`config.mk`:
```
export PLATFORM = sky130hd
export DESIGN_NAME = sr_input_conditioner
export DESIGN_NICKNAME = d
export VERILOG_FILES = /design/src/rtl/sr_ctrl_pkg.sv /design/src/rtl/debounce_filter.sv /design/src/rtl/sr_input_conditioner.sv
export SDC_FILE = /design/constraint.sdc
export NUM_CORES = 1
export LEC_CHECK = 0
export BUFFER_PORTS_ARGS = -buffer_cell sky130_fd_sc_hd__buf_2
export CORE_MARGIN = 2
export CORE_UTILIZATION = 50
export CTS_BUF_LIST = sky130_fd_sc_hd__clkbuf_16
export DETAILED_ROUTE_END_ITERATION = 10
export PLACE_DENSITY = 0.67
export SYNTH_ARGS = -nofsm -noshare
export SYNTH_HDL_FRONTEND = slang
export SYNTH_SLANG_ARGS = --single-unit
```
`constraint.sdc`:
```
create_clock -name Clock -period 5.6 [get_ports Clock]
set_input_delay 0.28 -clock Clock [delete_from_list [all_inputs] [get_ports Clock]]
set_output_delay 0.28 -clock Clock [all_outputs]
set_load 0.01 [all_outputs]
```
`src/rtl/sr_ctrl_pkg.sv`:
```
// Shared definitions for the SR latch input conditioner: FSM state encoding and
// default parameter values.
package sr_ctrl_pkg;

  typedef enum logic [1:0] {
    IDLE     = 2'd0,
    DRIVE_S  = 2'd1,
    DRIVE_R  = 2'd2,
    WAIT_REL = 2'd3
  } state_t;

  localparam int unsigned SYNC_STAGES_DEF     = 2;
  localparam int unsigned DEBOUNCE_CYCLES_DEF = 16;
  localparam int unsigned PULSE_CYCLES_DEF    = 2;

endpackage

```
`src/rtl/debounce_filter.sv`:
```
// One push-button channel: synchroniser, debounce counter, filtered level and a
// registered one-cycle press pulse on the filtered 0->1 transition.
module debounce_filter
  import sr_ctrl_pkg::*;
#(
  parameter int unsigned SYNC_STAGES     = SYNC_STAGES_DEF,
  parameter int unsigned DEBOUNCE_CYCLES = DEBOUNCE_CYCLES_DEF
) (
  input  logic clk,
  input  logic rst,
  input  logic raw,
  output logic level,
  output logic press
);

  localparam int unsigned CW = $clog2(DEBOUNCE_CYCLES + 1);
  localparam logic [CW-1:0] CNT_LAST = CW'(DEBOUNCE_CYCLES - 1);

  logic [SYNC_STAGES-1:0] sync;
  logic [CW-1:0]          cnt;
  logic                   level_d;
  logic                   synced;

  assign synced = sync[SYNC_STAGES-1];

  always_ff @(posedge clk) begin
    if (rst) begin
      sync <= '0;
    end else begin
      sync <= {sync[SYNC_STAGES-2:0], raw};
    end
  end

  // Any cycle agreeing with the filtered level restarts the qualification count.
  always_ff @(posedge clk) begin
    if (rst) begin
      cnt     <= '0;
      level   <= 1'b0;
      level_d <= 1'b0;
      press   <= 1'b0;
    end else begin
      level_d <= level;
      press   <= level & ~level_d;
      if (synced == level) begin
        cnt <= '0;
      end else if (cnt == CNT_LAST) begin
        level <= ~level;
        cnt   <= '0;
      end else begin
        cnt <= cnt + CW'(1);
      end
    end
  end

endmodule

```
`src/rtl/sr_input_conditioner.sv`:
```
// Conditions two raw buttons into clean, mutually exclusive S/R drive windows
// with Enable, plus the latch's active-low Clear.
module sr_input_conditioner
  import sr_ctrl_pkg::*;
#(
  parameter int unsigned SYNC_STAGES     = SYNC_STAGES_DEF,
  parameter int unsigned DEBOUNCE_CYCLES = DEBOUNCE_CYCLES_DEF,
  parameter int unsigned PULSE_CYCLES    = PULSE_CYCLES_DEF
) (
  input  logic Clock,
  input  logic Reset,
  input  logic Set_btn,
  input  logic Reset_btn,
  output logic S,
  output logic R,
  output logic Enable,
  output logic Clear,
  output logic Busy,
  output logic Conflict
);

  localparam int unsigned PW = (PULSE_CYCLES > 1) ? $clog2(PULSE_CYCLES + 1) : 1;
  localparam logic [PW-1:0] PULSE_LAST = PW'(PULSE_CYCLES - 1);

  logic   level_s, level_r;
  logic   press_s, press_r;
  state_t state, state_next;
  logic [PW-1:0] pcnt, pcnt_next;
  logic   conflict_next;

  debounce_filter #(
    .SYNC_STAGES    (SYNC_STAGES),
    .DEBOUNCE_CYCLES(DEBOUNCE_CYCLES)
  ) u_set_filter (
    .clk  (Clock),
    .rst  (Reset),
    .raw  (Set_btn),
    .level(level_s),
    .press(press_s)
  );

  debounce_filter #(
    .SYNC_STAGES    (SYNC_STAGES),
    .DEBOUNCE_CYCLES(DEBOUNCE_CYCLES)
  ) u_reset_filter (
    .clk  (Clock),
    .rst  (Reset),
    .raw  (Reset_btn),
    .level(level_r),
    .press(press_r)
  );

  // Reset request wins a tie; presses outside IDLE are simply dropped.
  always_comb begin
    state_next    = state;
    pcnt_next     = pcnt;
    conflict_next = 1'b0;
    case (state)
      IDLE: begin
        pcnt_next = '0;
        if (press_r) begin
          state_next    = DRIVE_R;
          conflict_next = press_s;
        end else if (press_s) begin
          state_next = DRIVE_S;
        end
      end
      DRIVE_S, DRIVE_R: begin
        if (pcnt == PULSE_LAST) begin
          state_next = WAIT_REL;
          pcnt_next  = '0;
        end else begin
          pcnt_next = pcnt + PW'(1);
        end
      end
      WAIT_REL: begin
        if (!level_s && !level_r) begin
          state_next = IDLE;
        end
      end
      default: state_next = IDLE;
    endcase
  end

  // Outputs are registered from the next state so they align with the state register.
  always_ff @(posedge Clock) begin
    if (Reset) begin
      state    <= IDLE;
      pcnt     <= '0;
      S        <= 1'b0;
      R        <= 1'b0;
      Enable   <= 1'b0;
      Busy     <= 1'b0;
      Conflict <= 1'b0;
      Clear    <= 1'b0;
    end else begin
      state    <= state_next;
      pcnt     <= pcnt_next;
      S        <= (state_next == DRIVE_S);
      R        <= (state_next == DRIVE_R);
      Enable   <= (state_next == DRIVE_S) || (state_next == DRIVE_R);
      Busy     <= (state_next != IDLE);
      Conflict <= conflict_next;
      Clear    <= 1'b1;
    end
  end

endmodule

```
==> results of run 1 <==
[kinds of logic after synthesis]
logic type	synth area share
buffers and inverters	0.03198
multiplexers	0.01706
flip-flops	0.5117
AND/OR/NAND/NOR	0.2122
adder cells (fa/ha/maj)	0.1173
XOR/XNOR	0.04478
AO/OA/AOI/OAI	0.06503
[per-layer routing]
metal / vias up / global-route usage
met3: 6 / 0.09429
met2: 16 / 0.2854
met5: - / 0
met1: 378 / 0.1631
met4: 0 / 0.1325
li1: 402 / -
[state kept, by name, summed over array words and instances, names as in the netlist]
name	count
u_reset_filter.cnt	5
S	1
pcnt	2
Conflict	1
u_reset_filter.press	1
u_reset_filter.level	1
Busy	1
Clear	1
R	1
u_set_filter.level	1
u_reset_filter.sync	2
state	2
u_set_filter.cnt	5
u_set_filter.press	1
u_reset_filter.level_d	1
u_set_filter.level_d	1
Enable	1
u_set_filter.sync	2
[power by group]
group	total [mW]	internal, mW	switching [mW]
clock network	0.243	0.159	0.0839
registers	0.226	0.222	0.00420
logic	0.0430	0.0192	0.0238
[stage by stage]
step | std cells | power [mW] | instance area (um2)
6_report | 157 | 0.5126 | 1388
2_1_floorplan | 113 | 0.2597 | 1174
3_3_place_gp | 149 | 0.2709 | 1250
4_1_cts | 157 | 0.5213 | 1388
3_5_place_dp | 149 | 0.2728 | 1250
5_1_grt | 157 | 0.5414 | 1388
[cell usage after synthesis]
cell       instances
clkbuf_1           1
a211oi_2           1
inv_1              9
nor2_1            16
ha_1              11
and3_1             3
xor2_1             2
nor2b_2            1
nor3b_1            1
o21ai_1            1
a21oi_1            4
or3_4              3
dfxtp_1           30
a211o_1            1
nor2b_1           11
and4_1             2
xnor2_1            4
nand3_1            3
nand2_1            2
o21ai_0            1
mux2i_1            2
a21o_1             1
o21a_1             1
a32o_1             1
nand4bb_1          1
[cell type report]
| type | count | area [um2] | share of cell area |
|---|---|---|---|
| multi-input cells | 73 | 535.5 | 0.3859 |
| flip-flops and latches | 30 | 600.6 | 0.4328 |
| inverters | 9 | 33.78 | 0.02435 |
| clock buffers | 5 | 125.1 | 0.09017 |
| repair buffers | 9 | 45.04 | 0.03246 |
| clock inverters | 3 | 12.51 | 0.009017 |
| well taps | 28 | 35.03 | 0.02525 |
[worst paths after layout]
path	depth (start not counted)	to	slack, ps	from
worst max-delay path	7	Enable$_SDFF_PP0_	3660	state[1]$_SDFF_PP0_
worst min-delay path	2	u_reset_filter.sync[0]$_SDFF_PP0_	220	Reset_btn
worst max register to register	7	Enable$_SDFF_PP0_	3660	state[1]$_SDFF_PP0_
worst min register to register	1	u_reset_filter.press$_SDFF_PP0_	370	u_reset_filter.level_d$_SDFF_PP0_
==> metrics, run 1 <==
status finished, final reports clean; clk_skew approximately 5.5 ps; VDD IR max 0.0002547 V; Yosys top cell area share 0.5117; CP startpoint kind flip-flop; commonest non-fill, non-tap cell in the layout dfxtp_1; Min Clock Period, post-route approximately 1900 ps; Post-CTS Setup Bufs 0; die height 52.45 um; setup TNS 0 ps; worst endpoint required time about 5800 ps; Tightest Pin Transition 345.0 ps; Max stage delay cell, worst path dfxtp_1; CTS clk-pin slew, worst paths around 50 ps; CTS resizes 0; # diodes 0; final hold violation count 0; total track usage 0.1755; Root Buffer Master clkbuf_16; syn avg cell area just over 10 um2; via count approximately 800; WL/cell roughly 12 um; DRC violations left 0; Tcrit/Tclk final 0.3471; RSZ-0062 raised after global routing false; GPL Wtd Cong approximately 0.87; worst-path maximum fanout 6; first-pass GRT wire length about 3200 um; maxcap violations 0; width of the die about 52 um; Worst Setup End Kind flip-flop; area of the mapped netlist ~1200 um2; WL met1 785 um; leading area contributor after synthesis dfxtp_1; First-pass DRT Iterations 4; H-tree depth 2; Core Region around 2200 um2; Port Buffer Count 9; synth top area cells dfxtp_1 51%, ha_1 12%, nor2b_1 5.9%; CP dominant cell by count ha_1; layout cells sized above 1 0.1550; Unique masters post-synth 25; routed vias/inst ~5; relative slew slack 0.7700; Leakage between 0.5 and 0.6 nW; final core occ 0.6273; GRT overflow 0; initial antenna violation count 0; Antenna Nets Post-Route 0; Arrival @ worst endpoint 2090 ps; vias in the first global route between 700 and 800; met2 wire length 893 um; commonest cells after routing, fill and taps aside 30 x dfxtp_1, 16 x nor2_1, 11 x nor2b_1, 11 x ha_1, 10 x inv_1; Critical Path Max Stage Delay 410 ps; synthesis-to-finish area growth 18.23%; syn_nets approximately 130; WL final roughly 1800 um; met3 WL slightly above 100 um; Post-Syn Instances approximately 110; die footprint about 2800 um2; worst-skew pair later-pin latency about 270 ps; Place WS about 3700 ps; CTS Buf Count 5; DRC violation total after the first TritonRoute iteration 14; Max Slew Vio Count 0; Finish-stage setup viols 0; kind of critical path reg -> reg; Ys Warns 0; initial core utilization 0.5305; row cnt 17; max layer used met4; post-synthesis register bit count 30; Hold Buf Count CTS 0; fillers 202; CP cell instances inv_1, ha_1, nand4bb_1, a32o_1, a21o_1, ha_1, nor2b_1; Final nets 143; final setup margin approximately 3700 ps; largest net degree at the start of global routing 19; Worst Hold Class in -> reg; Min Hold Slack around 220 ps; CTS max path bufs 2; Cell Pwr Density 369.4 nW/um2; I/O pin count 10; DP HPWL around 1300 um; f_max about 0.5 GHz; CTS tree built; crit path buf inv count 1; clk sinks 30; post-synthesis sequential area ratio 0.5117; delay-heaviest family, CP adder cells
(Power assumes the default switching activity.)
==> run 2: changes to the inputs <==
ABC_AREA = 1   (was default)
clock period = 1.8 ns   (was 5.6 ns; I/O delays follow)
==> metrics, run 2 <==
Tcrit/Tclk final 0.9202 (was 0.3471); first-pass GRT wire length 3463 um (was 3201 um); via count 865 (was 802); First-pass DRT Iterations 4 (unchanged); commonest cells after routing, fill and taps aside 29 x inv_1, 28 x dfxtp_1, 27 x nor2_1, 12 x nand2_1, 11 x ha_1 (was 30 x dfxtp_1, 16 x nor2_1, 11 x nor2b_1, 11 x ha_1, 10 x inv_1); setup TNS 0 ps (unchanged); Worst Setup End Kind flip-flop (unchanged); Min Hold Slack 19.02 ps (was 216.1 ps); kind of critical path reg -> reg (unchanged); synthesis-to-finish area growth 17.05% (was 18.23%); GRT overflow 0 (unchanged); Post-synth top flop dfxtp_1 (unchanged); Post-Syn Instances 139 (was 113); Root Buffer Master clkbuf_16 (unchanged); Leakage 0.6233 nW (was 0.5811 nW); clk sinks 30 (unchanged); Unique masters post-synth 17 (was 25); Arrival @ worst endpoint 1810 ps (was 2090 ps); GPL Wtd Cong 0.6653 (was 0.8703); worst-skew pair later-pin latency 270 ps (about the same); CTS Buf Count 5 (unchanged); routed vias/inst 4.753 (was 5.108); worst-path maximum fanout 4 (was 6); Yosys top cell area share 0.5021 (was 0.5117); relative slew slack 0.7756 (was 0.7700); post-synthesis register bit count 30 (unchanged); syn_nets 154 (was 128); Ys Warns 0 (unchanged); vias in the first global route 870 (was 775); commonest non-fill, non-tap cell in the layout inv_1 (was dfxtp_1); Cell Pwr Density 1116 nW/um2 (was 369.4 nW/um2); clk_skew 5.377 ps (was 5.451 ps); CP startpoint kind flip-flop (unchanged); Port Buffer Count 9 (unchanged); Post-Place Cell Area 1260 um2 (was 1250 um2); DP HPWL 1378 um (was 1292 um); DRC violation total after the first TritonRoute iteration 11 (was 14); die height 52.91 um (was 52.45 um); CTS clk-pin slew, worst paths 50 ps (about the same); total power 1.563 mW (was 512.6 uW); largest net degree at the start of global routing 18 (was 19); leading area contributor after synthesis dfxtp_1 (unchanged); final hold violation count 0 (unchanged); final core occ 0.6269 (was 0.6273); worst hold stages 3 (was 2); layout cells sized above 1 0.1753 (was 0.1550); Post-CTS Setup Bufs 0 (unchanged); H-tree depth 2 (unchanged); CTS max path bufs 2 (unchanged); row cnt 17 (unchanged); WL final 1982 um (was 1830 um); final instance area 1400 um2 (was 1388 um2); worst endpoint required time 1960 ps (was 5750 ps); RSZ-0062 raised after global routing false (unchanged); number of synthesized flops with an enable pin 0 (unchanged); synth top area cells dfxtp_1 50%, ha_1 12%, inv_1 8.8% (was dfxtp_1 51%, ha_1 12%, nor2b_1 5.9%); Max Slew Vio Count 0 (unchanged); Antenna Nets Post-Route 0 (unchanged); Core Region 2233 um2 (was 2212 um2); Finish-stage setup viols 0 (unchanged); syn avg cell area 8.605 um2 (was 10.39 um2); width of the die 52.91 um (was 52.45 um); total track usage 0.1852 (was 0.1755); largest registers u_reset_filter.cnt (5), u_set_filter.cnt (5) (unchanged); fraction of registers with async set/reset 0 (unchanged); cell with the most instances after synthesis dfxtp_1 (unchanged); WL/cell 10.89 um (was 11.66 um); area of the mapped netlist 1196 um2 (was 1174 um2); CTS tree built (unchanged); Min Clock Period, post-route 1656 ps (was 1944 ps); initial antenna violation count 0 (unchanged); worst reg2reg path depth 10 (was 7); die footprint 2799 um2 (was 2751 um2); Synth top cells by count 30 x dfxtp_1, 28 x inv_1, 27 x nor2_1 (was 30 x dfxtp_1, 16 x nor2_1, 11 x ha_1, 11 x nor2b_1, 9 x inv_1); f_max 0.6038 GHz (was 0.5145 GHz); status finished, final reports clean (unchanged); VDD IR max 0.001060 V (was 0.0002547 V); initial core utilization 0.5356 (was 0.5305); Worst Hold Class in -> reg (unchanged); DRC violations left 0 (unchanged); post-synthesis sequential area ratio 0.5021 (was 0.5117); I/O pin count 10 (unchanged); Tightest Pin Transition 336.7 ps (was 345.0 ps); # diodes 0 (unchanged); maxcap violations 0 (unchanged); Final nets 168 (was 143)
-- run 2: cell types whose count changed in the layout (fill, tap and decap cells not counted), sizes merged, moves of 3 or more --
cell and change:
a21oi +4, and3 -3, inv +19, nand2 +11, nor2 +12, nor2b -12
nor3 +4, o21ai +5, or3 -3, xnor2 -4
-- run 2: repair_timing --
item,CTS,global route
gates resized for setup,0,2
hold buffers,0,0
endpoints found under the setup margin,0,1
-- run 2: cell type report --
class	count	area, um2
clock buffer	5	125.1
clock inverter	3	12.51
fill	206	833.3
inverter	28	105.1
multi-input combinational	79	474.2
sequential	30	603.1
tap	28	35.03
timing repair buffer	9	45.04
-- run 2: stage by stage --
stage / setup WS (ps) / instances
final: 143.7 / 182
after global routing: 15.37 / 182
after CTS: 111.9 / 182
after detailed placement: 120.6 / 174
after global placement: 201.0 / 174
after floorplan: 273.0 / 139
-- run 2: worst paths after layout --
| check | start | endpoint | slack, ps |
|---|---|---|---|
| setup / recovery | state[1]$_SDFF_PP0_ | Enable$_SDFF_PP0_ | 140 |
| hold / removal | Set_btn | u_set_filter.sync[0]$_SDFF_PP0_ | 20 |
| setup reg to reg | state[1]$_SDFF_PP0_ | Enable$_SDFF_PP0_ | 140 |
| hold reg to reg | u_set_filter.level_d$_SDFF_PP0_ | u_set_filter.press$_SDFF_PP0_ | 380 |
-- run 2: cell families after synthesis --
group,count (synthesis),share of synthesized area
compound gates,17,0.09623
fa+ha+maj,11,0.1151
buf+inv,30,0.1015
flops,30,0.5021
simple gates,51,0.1852
-- run 2: routing by layer --
layer  vias up  share of wire  wire [um]  GRT usage
met5         -              0          0          0
met4         0          0.016         31     0.1154
met3         4          0.048         95    0.09322
met2        14           0.51       1019     0.3125
met1       393           0.42        836     0.1773
li1        454              -          -          -
-- run 2: report_power, final --
group	switching [mW]	internal, mW	total, mW
logic	0.0629	0.0353	0.0982
clock network	0.273	0.497	0.770
registers	0.00954	0.686	0.695
-- run 2: critical path, stage by stage (launching register included) --
cell and delay (ps):
dfxtp_2 340, inv_1 80, ha_1 330, nand3_1 90, nand2_1 60, nand3_1 100, nand2_1 100, inv_1 70
ha_1 280, inv_1 60, nor2_1 30
